==> config.mk <==
export PLATFORM = sky130hd
export DESIGN_NAME = ddr_txn_scheduler
export DESIGN_NICKNAME = d
export VERILOG_FILES = /design/src/rtl/ddr_txn_sched_pkg.sv /design/src/rtl/ddr_txn_scheduler_rr_arbiter.sv /design/src/rtl/ddr_txn_scheduler.sv
export SDC_FILE = /design/constraint.sdc
export NUM_CORES = 1
export LEC_CHECK = 0
export BUFFER_PORTS_ARGS = -buffer_cell sky130_fd_sc_hd__buf_2
export CAP_MARGIN = 15
export CORE_UTILIZATION = 30
export CTS_CLUSTER_DIAMETER = 30
export DETAILED_ROUTE_END_ITERATION = 16
export GPL_TIMING_DRIVEN = 0
export HOLD_SLACK_MARGIN = 0.05
export PLACE_DENSITY = 0.64
export SYNTH_ARGS = -nofsm -noshare
export SYNTH_HDL_FRONTEND = slang
export SYNTH_SLANG_ARGS = --single-unit
==> constraint.sdc <==
create_clock -name ACLK -period 3.4 [get_ports ACLK]
set_input_delay 0 -clock ACLK [delete_from_list [all_inputs] [get_ports ACLK]]
set_output_delay 0 -clock ACLK [all_outputs]
set_load 0.01 [all_outputs]
==> src/rtl/ddr_txn_sched_pkg.sv <==
// Shared types and helpers for the DDR transaction scheduler and its arbiter.
package ddr_txn_sched_pkg;

    localparam int unsigned ERR_CNT_W = 16;
    localparam int unsigned MAX_REQ   = 8;
    localparam int unsigned PICK_W    = 3;

    typedef enum logic [2:0] {
        IDLE,
        ARB,
        INIT,
        WAIT,
        DONE
    } state_t;

    typedef struct packed {
        logic              valid;
        logic [PICK_W-1:0] idx;
    } rr_pick_t;

    // First set request at or after ptr, wrapping modulo num_req.
    function automatic rr_pick_t rr_pick(
        input logic [MAX_REQ-1:0] req,
        input logic [PICK_W-1:0]  ptr,
        input int unsigned        num_req
    );
        rr_pick_t    res;
        int unsigned pos;
        res = '0;
        for (int unsigned k = 0; k < MAX_REQ; k++) begin
            pos = k + 32'(ptr);
            if (pos >= num_req) begin
                pos = pos - num_req;
            end
            if ((k < num_req) && !res.valid && req[pos[PICK_W-1:0]]) begin
                res.valid = 1'b1;
                res.idx   = pos[PICK_W-1:0];
            end
        end
        return res;
    endfunction

endpackage

==> src/rtl/ddr_txn_scheduler_rr_arbiter.sv <==
// Combinational round-robin pick; reusable for any shared-master scheduler.
module rr_arbiter #(
    parameter int unsigned NUM_REQ = 4,
    parameter int unsigned IDX_W   = (NUM_REQ > 1) ? $clog2(NUM_REQ) : 1
) (
    input  logic [NUM_REQ-1:0] req,
    input  logic [IDX_W-1:0]   ptr,
    output logic               valid,
    output logic [NUM_REQ-1:0] onehot,
    output logic [IDX_W-1:0]   idx
);
    import ddr_txn_sched_pkg::*;

    rr_pick_t pick;

    always_comb begin
        pick   = rr_pick(MAX_REQ'(req), PICK_W'(ptr), NUM_REQ);
        valid  = pick.valid;
        idx    = IDX_W'(pick.idx);
        onehot = '0;
        if (pick.valid) begin
            onehot = NUM_REQ'(MAX_REQ'(1) << pick.idx);
        end
    end

endmodule

==> src/rtl/ddr_txn_scheduler.sv <==
// Time-shares one PL_DDR_RW AXI master between NUM_REQ requesters with
// round-robin arbitration, done-edge detection and a completion timeout.
module ddr_txn_scheduler #(
    parameter int unsigned NUM_REQ     = 4,
    parameter int unsigned ADDR_W      = 32,
    parameter int unsigned LEN_W       = 8,
    parameter int unsigned TIMEOUT_CYC = 4096
) (
    input  logic                      ACLK,
    input  logic                      ARESETN,
    input  logic [NUM_REQ-1:0]        req,
    input  logic [NUM_REQ*ADDR_W-1:0] req_addr,
    input  logic [NUM_REQ*LEN_W-1:0]  req_len,
    output logic [NUM_REQ-1:0]        gnt,
    output logic [NUM_REQ-1:0]        ack,
    output logic                      ack_err,
    output logic                      busy,
    output logic [ADDR_W-1:0]         txn_addr,
    output logic [LEN_W-1:0]          txn_len,
    output logic                      txn_init,
    input  logic                      txn_done,
    input  logic                      txn_error,
    output logic [15:0]               err_count
);
    import ddr_txn_sched_pkg::*;

    localparam int unsigned IDX_W = (NUM_REQ > 1) ? $clog2(NUM_REQ) : 1;
    localparam int unsigned TO_W  = $clog2(TIMEOUT_CYC);

    logic                 rst_meta;
    logic                 rst_n;
    state_t               state;
    state_t               state_nxt;
    logic [NUM_REQ-1:0]   gnt_r;
    logic [IDX_W-1:0]     gnt_idx;
    logic [IDX_W-1:0]     rr_ptr;
    logic [TO_W-1:0]      tcnt;
    logic                 done_prev;
    logic                 done_edge;
    logic                 timeout;
    logic                 arb_valid;
    logic [NUM_REQ-1:0]   arb_onehot;
    logic [IDX_W-1:0]     arb_idx;
    logic [ERR_CNT_W-1:0] err_cnt_r;
    logic [ADDR_W-1:0]    addr_arr [NUM_REQ];
    logic [LEN_W-1:0]     len_arr  [NUM_REQ];

    // Reset asserts asynchronously, releases two clocks after ARESETN rises.
    always_ff @(posedge ACLK or negedge ARESETN) begin
        if (!ARESETN) begin
            rst_meta <= 1'b0;
            rst_n    <= 1'b0;
        end else begin
            rst_meta <= 1'b1;
            rst_n    <= rst_meta;
        end
    end

    for (genvar i = 0; i < NUM_REQ; i++) begin : g_unpack
        assign addr_arr[i] = req_addr[i*ADDR_W +: ADDR_W];
        assign len_arr[i]  = req_len[i*LEN_W +: LEN_W];
    end

    rr_arbiter #(
        .NUM_REQ (NUM_REQ),
        .IDX_W   (IDX_W)
    ) u_arb (
        .req    (req),
        .ptr    (rr_ptr),
        .valid  (arb_valid),
        .onehot (arb_onehot),
        .idx    (arb_idx)
    );

    assign done_edge = txn_done & ~done_prev;
    assign timeout   = (tcnt == TO_W'(TIMEOUT_CYC - 1));

    always_ff @(posedge ACLK or negedge rst_n) begin
        if (!rst_n) begin
            state <= IDLE;
        end else begin
            state <= state_nxt;
        end
    end

    always_comb begin
        state_nxt = state;
        case (state)
            IDLE: if (|req) state_nxt = ARB;
            ARB:  state_nxt = arb_valid ? INIT : IDLE;
            INIT: state_nxt = WAIT;
            WAIT: if (done_edge || timeout) state_nxt = DONE;
            DONE: state_nxt = IDLE;
            default: state_nxt = IDLE;
        endcase
    end

    // The timeout counter is zeroed entering INIT so it counts from the init pulse.
    always_ff @(posedge ACLK or negedge rst_n) begin
        if (!rst_n) begin
            gnt_r     <= '0;
            gnt_idx   <= '0;
            rr_ptr    <= '0;
            tcnt      <= '0;
            done_prev <= 1'b0;
            txn_addr  <= '0;
            txn_len   <= '0;
            ack_err   <= 1'b0;
            err_cnt_r <= '0;
        end else begin
            case (state)
                ARB: begin
                    if (arb_valid) begin
                        gnt_r    <= arb_onehot;
                        gnt_idx  <= arb_idx;
                        txn_addr <= addr_arr[arb_idx];
                        txn_len  <= len_arr[arb_idx];
                        tcnt     <= '0;
                    end
                end
                INIT: begin
                    tcnt      <= tcnt + 1'b1;
                    done_prev <= 1'b1;
                end
                WAIT: begin
                    tcnt      <= tcnt + 1'b1;
                    done_prev <= txn_done;
                    if (done_edge) begin
                        ack_err <= txn_error;
                    end else if (timeout) begin
                        ack_err <= 1'b1;
                    end
                end
                DONE: begin
                    gnt_r   <= '0;
                    ack_err <= 1'b0;
                    if (gnt_idx == IDX_W'(NUM_REQ - 1)) begin
                        rr_ptr <= '0;
                    end else begin
                        rr_ptr <= gnt_idx + 1'b1;
                    end
                    if (ack_err && (err_cnt_r != '1)) begin
                        err_cnt_r <= err_cnt_r + 1'b1;
                    end
                end
                default: ;
            endcase
        end
    end

    assign gnt       = gnt_r;
    assign ack       = (state == DONE) ? gnt_r : '0;
    assign busy      = (state != IDLE);
    assign txn_init  = (state == INIT);
    assign err_count = err_cnt_r;

endmodule

==> flow_summary.ini <==
[outcome]
status = completed

[logic_synthesis]
synth-edff-count = 0
syn_nets = 729
synth_top_cell_by_area = dfrtp_1
synth-seq-cells = 83
ys.warnings.count = 0
synthMuxAreaShare_pct = 14.0
synth_cell_types = 55
synth_compound_area_share_pct = 19.5
synth_common_cells = dfrtp_1, nand2_1, mux2i_1
synth_top_family_by_area = compound AO/OA/AOI/OAI gates
synth_flop_cell = dfrtp_1
synth_xor_area_share_pct = 2.18
ys_top_cells_by_area = dfrtp_1, mux2i_1, o221ai_1
synthSimpleGateAreaFrac_pct = 17.6
yosysTopAreaCellShare_pct = 39.8
syn_area_um2 = 5220
synth_adder_area_share_pct = 1.92
synth_most_common_cell = dfrtp_1
synth.avg_cell_area_um2 = 9.44
yosysSeqAreaShare_pct = 39.8
syn_inst = 553
synthArstFlopShare_pct = 100

[route]
wl_mm = 20.5
drcViolationCount = 0
drt-vias-per-instance = 5.06
dr.first_iter.drc_count = 405
routedWlPerCell_um = 17.6
firstDrtPassIters = 5
ant_nets = 0
dr_total_vias = 5882

[setup_path]
required_ns = 3.61
path_max_fanout = 10
critical_path_arrival_ns = 3.39
cp-end-kind = flip-flop
setup.worst_path.class = reg -> reg
crit_path_start_kind = flip-flop

[global_routing]
grt_max_degree = 50
grt.total_usage_pct = 22.8
grt_use_met1_pct = 27.9
grt-busiest-layer = met2
antenna_found_initial = 0
grt_pass1_wl_mm = 31.9
gr-usage-met3_pct = 4.57
grt_pass1_vias = 6161
grt_overflow = 0
met2_usage_pct = 38.3

[power_and_ir_drop]
p_total_w = 0.00624
p_leak_nw = 4.09
p_per_area_nw_per_um2 = 738
peakVddDrop_uv = 344

[cells_and_area]
antennaDiodeCount = 0
layoutNonFillerInstCount = 1163
area_growth_pct = 61.9
multi_input_area_um2 = 2920
seqCellArea_um2 = 2080
drive_above_1_share_pct = 30.8
final_nets = 1114
nFillCells = 1562

[cts]
cts_buffer_depth = 2
clk-insertion-delay-late_ns = 0.35
cts_tree = built
post-cts-setup-buffer-count = 0
path_clk_slew_ns = 0.08
cts.sinks = 83
htreeDepth = 3
root_buffer = clkbuf_16
cts_buffers = 9

[timing]
slew_violations = 0
slew_headroom_pct = 50.5
fmax_ghz = 0.314
hold_viol_final = 0
timing.setup.tns_ns = 0
whs_ns = 0.143
setup_viol = 0
tightest_slew_ns = 0.733
min_period_ns = 3.19
fin_skew_ns = 0.00852
setup_slack_ns = 0.213
period_share_pct = 93.7

[placement]
placed_cells = 1007
pre_cts_ws_ns = -0.305
hpwl_mm = 13.2
gp_congestion = 0.821
io_buffers = 233

[die]
core_um2 = 16800
io_pins = 235
start_util_pct = 31.1
die_area_um2 = 17900
rows = 47
die_width_um = 134
die_height_um = 134

[run]
cap_violations = 0

[worst_hold_path]
hold_class = in -> reg
## worst paths after layout
kind | slack (ns) | start | endpoint | cells past startpoint
worst max-delay path | 0.21 | rr_ptr[0]$_DFFE_PN0P_ | txn_addr[18]$_DFFE_PN0P_ | 11
worst min-delay path | 0.14 | req_addr[106] | txn_addr[10]$_DFFE_PN0P_ | 5
worst max register to register | 0.21 | rr_ptr[0]$_DFFE_PN0P_ | txn_addr[18]$_DFFE_PN0P_ | 11
worst min register to register | 0.29 | rst_n$_DFF_PN0_ | err_count[5]$_DFFE_PN0P_ | 0
max in group asynchronous | 2.48 | rst_n$_DFF_PN0_ | txn_addr[22]$_DFFE_PN0P_ | 1
min in group asynchronous | 0.29 | rst_n$_DFF_PN0_ | err_count[5]$_DFFE_PN0P_ | 0
## flip-flops by register name, summed over array words and instances (netlist names)
name,flops
txn_addr,32
err_count,16
tcnt,12
txn_len,8
gnt,4
state,3
gnt_idx,2
rr_ptr,2
ack_err,1
done_prev,1
rst_meta,1
rst_n,1
## metrics by stage
step	utilization (%)	area, um2
2_1_floorplan	-	5220
3_3_place_gp	39.6	6660
3_5_place_dp	39.8	6700
4_1_cts	50.1	8430
5_1_grt	50.3	8460
6_report	50.3	8460
## cell type report
cell class,count,area share [%]
Sequential cell,83,24.6
Tap cell,220,3.26
Clock buffer,9,2.66
Buffer,45,2.80
Clock inverter,7,0.903
Inverter,6,0.266
Timing Repair Buffer,376,30.9
Multi-Input combinational cell,417,34.6
## cell usage in the layout, fill, tap and decap left out, drive strengths merged, types with 2 or more instances in the layout
| master | count |
|---|---|
| nand4 | 10 |
| nor2 | 26 |
| o221ai | 40 |
| and2 | 27 |
| a21oi | 12 |
| o22ai | 2 |
| xnor2 | 10 |
| mux2 | 3 |
| ha | 8 |
| o311a | 22 |
| clkinv | 2 |
| and4 | 3 |
| nand3b | 2 |
| inv | 11 |
| o21ai | 41 |
| buf | 252 |
| mux2i | 65 |
| dlygate4sd3 | 142 |
| dfrtp | 83 |
| nand2 | 84 |
| mux4 | 2 |
| a31oi | 6 |
| or3 | 3 |
| and3 | 9 |
| nand2b | 4 |
| a32o | 4 |
| xor2 | 3 |
| nand3 | 11 |
| clkbuf | 36 |
## timing repair
item | 4_1_cts | 5_1_grt
hold buffers | 142 | 0
hold endpoints to repair | 44 | 0
endpoints found under the setup margin | 43 | 42
gates resized for setup | 4 | 10
pin swaps | 0 | 1
cloned | 0 | 0
## power breakdown
| group | internal [W] | switching, W | total [W] | leakage, nW |
|---|---|---|---|---|
| registers | 0.00133 | 0.000242 | 0.00157 | 1.06 |
| clock network | 0.000525 | 0.000495 | 0.00102 | 0.149 |
| logic | 0.00155 | 0.00210 | 0.00365 | 2.89 |
## logic make-up after synthesis
group / after synthesis
other: 1
XOR/XNOR: 13
adder cells (fa/ha/maj): 8
buffers and inverters: 53
flip-flops: 83
AO/OA/AOI/OAI: 137
AND/OR/NAND/NOR: 188
multiplexers: 70
## critical path, cell delays in order (launching register included)
cell      delay (ns)
dfrtp_1         0.43
buf_6           0.15
buf_2           0.22
inv_1           0.18
ha_4            0.36
mux4_2          0.37
o21a_1          0.30
or2_1           0.26
buf_4           0.17
nand2_2         0.20
clkbuf_4        0.26
o221ai_1        0.13
## routing by layer
| metal | share of wire (%) | vias to the layer above |
|---|---|---|
| met5 | 0 | - |
| met4 | 3.4 | 0 |
| met2 | 48 | 270 |
| li1 | - | 2828 |
| met3 | 6.4 | 48 |
| met1 | 42 | 2736 |
No activity file was read; power rests on OpenSTA's default activity.
